--- config.mk ---
export PLATFORM = sky130hd
export DESIGN_NAME = fifo_sync_flags_flat
export DESIGN_NICKNAME = d
export VERILOG_FILES = /design/src/rtl/fifo_sync_flags_if.sv /design/src/rtl/fifo_sync_flags.sv /design/src/flat_wrapper.sv
export SDC_FILE = /design/constraint.sdc
export NUM_CORES = 1
export LEC_CHECK = 0
export CORE_AREA = 3 3 104 106
export CTS_BUF_LIST = sky130_fd_sc_hd__clkbuf_16
export CTS_CLUSTER_SIZE = 30
export DETAILED_ROUTE_END_ITERATION = 10
export DIE_AREA = 0 0 107 109
export GPL_TIMING_DRIVEN = 0
export PLACE_DENSITY = 0.83
export SKIP_CTS_REPAIR_TIMING = 1
export SLEW_MARGIN = 40
export SYNTH_ARGS = -nofsm -noshare
export SYNTH_HDL_FRONTEND = slang
export SYNTH_SLANG_ARGS = --single-unit
--- constraint.sdc ---
create_clock -name clk -period 4.6 [get_ports clk]
set_input_delay 0.92 -clock clk [delete_from_list [all_inputs] [get_ports clk]]
set_output_delay 0.92 -clock clk [all_outputs]
set_load 0.1 [all_outputs]
--- src/rtl/fifo_sync_flags_if.sv ---
`default_nettype none
// ============================================================================
// Module      : fifo_sync_flags_if
// Description : Request/response bundle between a FIFO and its user.
//               master = producer/consumer side, slave = FIFO side.
// Revision    : 1.0 - initial release
// ============================================================================
interface fifo_sync_flags_if #(
  parameter int DATA_WIDTH = 8,
  parameter int ADDR_WIDTH = 4
);
  logic                  flush;
  logic                  wr_en;
  logic [DATA_WIDTH-1:0] wr_data;
  logic                  rd_en;
  logic [DATA_WIDTH-1:0] rd_data;
  logic                  rd_valid;
  logic [ADDR_WIDTH:0]   count;
  logic                  full;
  logic                  empty;
  logic                  almost_full;
  logic                  almost_empty;
  logic                  overflow;
  logic                  underflow;

  modport master (
    output flush, wr_en, wr_data, rd_en,
    input  rd_data, rd_valid, count, full, empty,
           almost_full, almost_empty, overflow, underflow
  );

  modport slave (
    input  flush, wr_en, wr_data, rd_en,
    output rd_data, rd_valid, count, full, empty,
           almost_full, almost_empty, overflow, underflow
  );
endinterface
`default_nettype wire

--- src/rtl/fifo_sync_flags.sv ---
`default_nettype none
// ============================================================================
// Module      : fifo_sync_flags
// Description : Single-clock FIFO with registered read + valid strobe,
//               occupancy count, almost-full/almost-empty thresholds,
//               sticky overflow/underflow and synchronous flush.
// Revision    : 1.0 - initial release
// ============================================================================
module fifo_sync_flags #(
  parameter int DATA_WIDTH      = 8,
  parameter int ADDR_WIDTH      = 4,
  parameter int ALMOST_FULL_TH  = 14,
  parameter int ALMOST_EMPTY_TH = 2
) (
  input  logic             clk,
  input  logic             reset_n,
  fifo_sync_flags_if.slave bus
);

  localparam int                  c_DEPTH     = 1 << ADDR_WIDTH;
  localparam logic [ADDR_WIDTH:0] c_DEPTH_CNT = (ADDR_WIDTH + 1)'(c_DEPTH);
  localparam logic [ADDR_WIDTH:0] c_AF_TH     = (ADDR_WIDTH + 1)'(ALMOST_FULL_TH);
  localparam logic [ADDR_WIDTH:0] c_AE_TH     = (ADDR_WIDTH + 1)'(ALMOST_EMPTY_TH);
  localparam logic [ADDR_WIDTH:0] c_ONE       = (ADDR_WIDTH + 1)'(1);

  logic [DATA_WIDTH-1:0] r_mem [c_DEPTH];
  logic [ADDR_WIDTH:0]   r_wptr;
  logic [ADDR_WIDTH:0]   r_rptr;
  logic [ADDR_WIDTH:0]   r_count;
  logic [DATA_WIDTH-1:0] r_rd_data;
  logic                  r_rd_valid;
  logic                  r_overflow;
  logic                  r_underflow;

  logic                  w_full;
  logic                  w_empty;
  logic                  w_rd_acc;
  logic                  w_wr_acc;

  // Status decodes come only from registered count, never from requests.
  assign w_full   = (r_count == c_DEPTH_CNT);
  assign w_empty  = (r_count == '0);

  // A read when full frees a slot, so a simultaneous write is also taken.
  // Flush drops both requests in its cycle.
  assign w_rd_acc = bus.rd_en & ~w_empty & ~bus.flush;
  assign w_wr_acc = bus.wr_en & (~w_full | w_rd_acc) & ~bus.flush;

  // Storage array: no reset so it maps onto block RAM.
  always_ff @(posedge clk) begin
    if (w_wr_acc) begin
      r_mem[r_wptr[ADDR_WIDTH-1:0]] <= bus.wr_data;
    end
  end

  // Pointers and occupancy; the extra pointer bit just wraps naturally.
  always_ff @(posedge clk or negedge reset_n) begin
    if (!reset_n) begin
      r_wptr  <= '0;
      r_rptr  <= '0;
      r_count <= '0;
    end else if (bus.flush) begin
      r_wptr  <= '0;
      r_rptr  <= '0;
      r_count <= '0;
    end else begin
      if (w_wr_acc) r_wptr <= r_wptr + c_ONE;
      if (w_rd_acc) r_rptr <= r_rptr + c_ONE;
      case ({w_wr_acc, w_rd_acc})
        2'b10:   r_count <= r_count + c_ONE;
        2'b01:   r_count <= r_count - c_ONE;
        default: r_count <= r_count;
      endcase
    end
  end

  // Registered read port: data holds between reads, valid pulses one cycle.
  always_ff @(posedge clk or negedge reset_n) begin
    if (!reset_n) begin
      r_rd_data  <= '0;
      r_rd_valid <= 1'b0;
    end else begin
      r_rd_valid <= w_rd_acc;
      if (w_rd_acc) r_rd_data <= r_mem[r_rptr[ADDR_WIDTH-1:0]];
    end
  end

  // Sticky error flags, cleared only by flush or reset.
  always_ff @(posedge clk or negedge reset_n) begin
    if (!reset_n) begin
      r_overflow  <= 1'b0;
      r_underflow <= 1'b0;
    end else if (bus.flush) begin
      r_overflow  <= 1'b0;
      r_underflow <= 1'b0;
    end else begin
      if (bus.wr_en & w_full & ~w_rd_acc) r_overflow  <= 1'b1;
      if (bus.rd_en & w_empty)            r_underflow <= 1'b1;
    end
  end

  assign bus.rd_data      = r_rd_data;
  assign bus.rd_valid     = r_rd_valid;
  assign bus.count        = r_count;
  assign bus.full         = w_full;
  assign bus.empty        = w_empty;
  assign bus.almost_full  = (r_count >= c_AF_TH);
  assign bus.almost_empty = (r_count <= c_AE_TH);
  assign bus.overflow     = r_overflow;
  assign bus.underflow    = r_underflow;

endmodule
`default_nettype wire

--- src/flat_wrapper.sv ---
// flat-port wrapper written by rule: the top's interface ports become plain ports
module fifo_sync_flags_flat 
#(
  parameter int DATA_WIDTH      = 8,
  parameter int ADDR_WIDTH      = 4,
  parameter int ALMOST_FULL_TH  = 14,
  parameter int ALMOST_EMPTY_TH = 2
)
  (clk, reset_n, bus_flush, bus_wr_en, bus_wr_data, bus_rd_en, bus_rd_data, bus_rd_valid, bus_count, bus_full, bus_empty, bus_almost_full, bus_almost_empty, bus_overflow, bus_underflow);
  fifo_sync_flags_if #(.DATA_WIDTH(DATA_WIDTH), .ADDR_WIDTH(ADDR_WIDTH)) bus_i ();
  input  logic clk;
  input  logic reset_n;
  input wire logic [$bits(bus_i.flush)-1:0] bus_flush;
  input wire logic [$bits(bus_i.wr_en)-1:0] bus_wr_en;
  input wire logic [$bits(bus_i.wr_data)-1:0] bus_wr_data;
  input wire logic [$bits(bus_i.rd_en)-1:0] bus_rd_en;
  output wire logic [$bits(bus_i.rd_data)-1:0] bus_rd_data;
  output wire logic [$bits(bus_i.rd_valid)-1:0] bus_rd_valid;
  output wire logic [$bits(bus_i.count)-1:0] bus_count;
  output wire logic [$bits(bus_i.full)-1:0] bus_full;
  output wire logic [$bits(bus_i.empty)-1:0] bus_empty;
  output wire logic [$bits(bus_i.almost_full)-1:0] bus_almost_full;
  output wire logic [$bits(bus_i.almost_empty)-1:0] bus_almost_empty;
  output wire logic [$bits(bus_i.overflow)-1:0] bus_overflow;
  output wire logic [$bits(bus_i.underflow)-1:0] bus_underflow;
  assign bus_i.flush = bus_flush;
  assign bus_i.wr_en = bus_wr_en;
  assign bus_i.wr_data = bus_wr_data;
  assign bus_i.rd_en = bus_rd_en;
  assign bus_rd_data = bus_i.rd_data;
  assign bus_rd_valid = bus_i.rd_valid;
  assign bus_count = bus_i.count;
  assign bus_full = bus_i.full;
  assign bus_empty = bus_i.empty;
  assign bus_almost_full = bus_i.almost_full;
  assign bus_almost_empty = bus_i.almost_empty;
  assign bus_overflow = bus_i.overflow;
  assign bus_underflow = bus_i.underflow;
  fifo_sync_flags #(.DATA_WIDTH(DATA_WIDTH), .ADDR_WIDTH(ADDR_WIDTH), .ALMOST_FULL_TH(ALMOST_FULL_TH), .ALMOST_EMPTY_TH(ALMOST_EMPTY_TH)) u_core (.clk(clk), .reset_n(reset_n), .bus(bus_i));
endmodule
==> run metrics <==
Mapped Cells 329; Die ar. 11700 µm²; area grow syn2layout 14.4%; starting density of the core 0.645; Post-synth EDFFs 128; I/O pin total 33; Worst Path Required 4.94 ns; final cell count without fillers 526; Final GP Congestion 0.876; post-synth cell types 47; Layout Nets 400; Netlist Area Pre-Place 6360 µm²; RSZ-0062 raised after global routing false; layout cells sized above 1 0.252; min Tclk post-route 3.31 ns; sequential cell area 4440 µm²; Synth Flop Type edfxtp_1; diodes inserted 0; Fin Setup TNS 0 ns; largest net degree at the start of global routing 25; htree depth 4; global-route wire length before repair 20.5 mm; Multi-input gate area 1800 µm²; Async S/R FF share, synth 0.158; worst path arrival time 3.65 ns; vias in the first global route 3463; Starting DRT DRC Count 361; worst hold path class input pin to asynchronous set/reset pin; syn_area_per_cell 19.3 µm²; Die H 109 µm; DP Cell Count 494; Avg WL per Cell 26.0 µm; core area 9860 µm²; Root Driver clkbuf_16; critical path's top delay family simple AND/OR/NAND/NOR gates; Slew Viols, Final 0; crit end category flop; status completed; maximum VDD drop 0.000442 V; measured slew at the worst slew-check pin 0.808 ns; Largest stage delay, worst path 0.59 ns; Power Density 587 nW/µm²; Post-route DRC 0; Crit Path Max Fanout 8; final WL 13.7 mm; Fmax 302 MHz; Synth Net Count 349; final period utilization 0.720; DP HPWL 8.25 mm; relative slew slack 0.459; max-cap viol count 0; Worst Setup Start Kind input pin; Pleak 2.55 nW; die width 107 µm; drt pass-1 iters 5; count of buffer and inverter cells on the critical path 1; clock tree buffer depth 2; ANT nets after route 0; Crit-path slowest cell clkdlybuf4s50_1; DR vias 3442; most common cell after layout, fill and taps aside edfxtp_1; Critical Path, Cell by Cell clkdlybuf4s50_1 -> or3b_1 -> a21oi_2 -> xor2_1 -> ha_1 -> nor3_1 -> o31a_1 -> o32ai_1 -> and4_1; Clock Skew 0.0103 ns; Skew-Pair Late Insertion Delay 0.42 ns; site row count 36; Via density 6.54; # setup viols final 0; most frequent cells in the layout 128 x edfxtp_1, 32 x nor2_1, 26 x buf_2, 24 x dfrtp_1, 21 x mux4_1; yosys warns 0; Num CTS Buffers 17; register area share after synthesis 0.699; grt ovf 0; Filler cells 547; initial antenna violation count 2; CTS tree done; Final Hold Fails 0; Yosys reg bits 152; Worst-path clk slew 0.06 ns; clock sinks 152; PortBufs 32; GRT Resource Usage Total 0.255; critical path class input pin to flop
## registers in the layout, indices dropped and copies added, names as in the netlist
signal / cells
u_core.r_mem: 128
u_core.bus.count: 5
u_core.r_wptr: 4
u_core.bus.rd_data: 8
u_core.bus.overflow: 1
u_core.bus.underflow: 1
u_core.r_rptr: 4
u_core.bus.rd_valid: 1
## worst paths after layout
| check | from | to | slack, ns | depth (start not counted) |
|---|---|---|---|---|
| max | bus_rd_en | u_core.bus.count[4]$_DFFE_PN0P_ | 1.29 | 9 |
| min | reset_n | u_core.bus.rd_data[5]$_DFFE_PN0N_ | 0.48 | 1 |
| max reg2reg | u_core.bus.count[2]$_DFFE_PN0P_ | u_core.bus.count[4]$_DFFE_PN0P_ | 1.90 | 9 |
| min reg2reg | u_core.bus.overflow$_DFFE_PN0P_ | u_core.bus.overflow$_DFFE_PN0P_ | 0.50 | 2 |
| max in group asynchronous | reset_n | u_core.r_wptr[0]$_DFFE_PN0P_ | 3.75 | 1 |
| min in group clk | u_core.bus.overflow$_DFFE_PN0P_ | u_core.bus.overflow$_DFFE_PN0P_ | 0.50 | 2 |
## Yosys cell counts, types with 2 or more instances
cell	instances	area, µm²
a21oi_1	7	35.0
a31oi_1	3	18.8
buf_2	5	25.0
buf_4	2	15.0
buf_6	3	33.8
buf_8	2	30.0
dfrtp_1	24	601
edfxtp_1	128	3840
ha_1	7	87.6
inv_1	6	22.5
mux2_4	8	120
mux2i_1	4	40.0
mux4_1	21	552
mux4_2	19	428
nand2_1	11	41.3
nand4_1	2	12.5
nor2_1	36	135
o21ai_0	4	20.0
or3_1	2	12.5
xnor2_1	3	26.3
xor2_1	6	52.6
## cells by family (layout without fill, tap and decap cells)
family          Yosys count  count (layout)  share of synthesized area
flops                   152             152                      0.699
simple gates             64              64                     0.0480
mux                      53              53                      0.181
compound gates           23              23                     0.0232
buf+inv                  21              85                     0.0222
xor+xnor                  9               9                     0.0124
fa+ha+maj                 7               7                     0.0138
## routing by layer
| metal | part of all wire | track usage |
|---|---|---|
| met1 | 0.37 | 0.320 |
| met3 | 0.084 | 0.0829 |
| met5 | 0.0020 | 0 |
| met4 | 0.035 | 0.116 |
| met2 | 0.51 | 0.410 |
## power by group
part	leakage [nW]	internal [mW]	total (mW)	switching [mW]
Sequential	1.46	1.57	1.63	0.0609
Combinational	0.837	0.415	1.42	1.01
Clock	0.252	0.678	1.22	0.538
Total	2.55	2.67	4.27	1.60
## layout make-up
class | count | share of cell area
flip-flops and latches | 152 | 0.611
multi-input cells | 156 | 0.247
clock buffers | 17 | 0.0585
repair buffers | 32 | 0.0296
well taps | 133 | 0.0229
plain buffers | 15 | 0.0163
clock inverters | 15 | 0.0122
inverters | 6 | 0.00309
## through the flow
| step | worst slack [ns] | utilization | cell area (µm²) | total power, mW | hold slack, ns |
|---|---|---|---|---|---|
| after floorplan | 0.665 | - | 6360 | 2.78 | 0.552 |
| after global placement | 0.983 | 0.695 | 6850 | 3.09 | 0.480 |
| after detailed placement | 0.928 | 0.684 | 6750 | 3.05 | 0.491 |
| after CTS | 1.29 | 0.736 | 7260 | 4.27 | 0.484 |
| after global routing | 1.10 | 0.738 | 7280 | 4.41 | 0.515 |
| final | 1.29 | 0.738 | 7280 | 4.27 | 0.484 |
No activity file was read; power rests on OpenSTA's default activity.
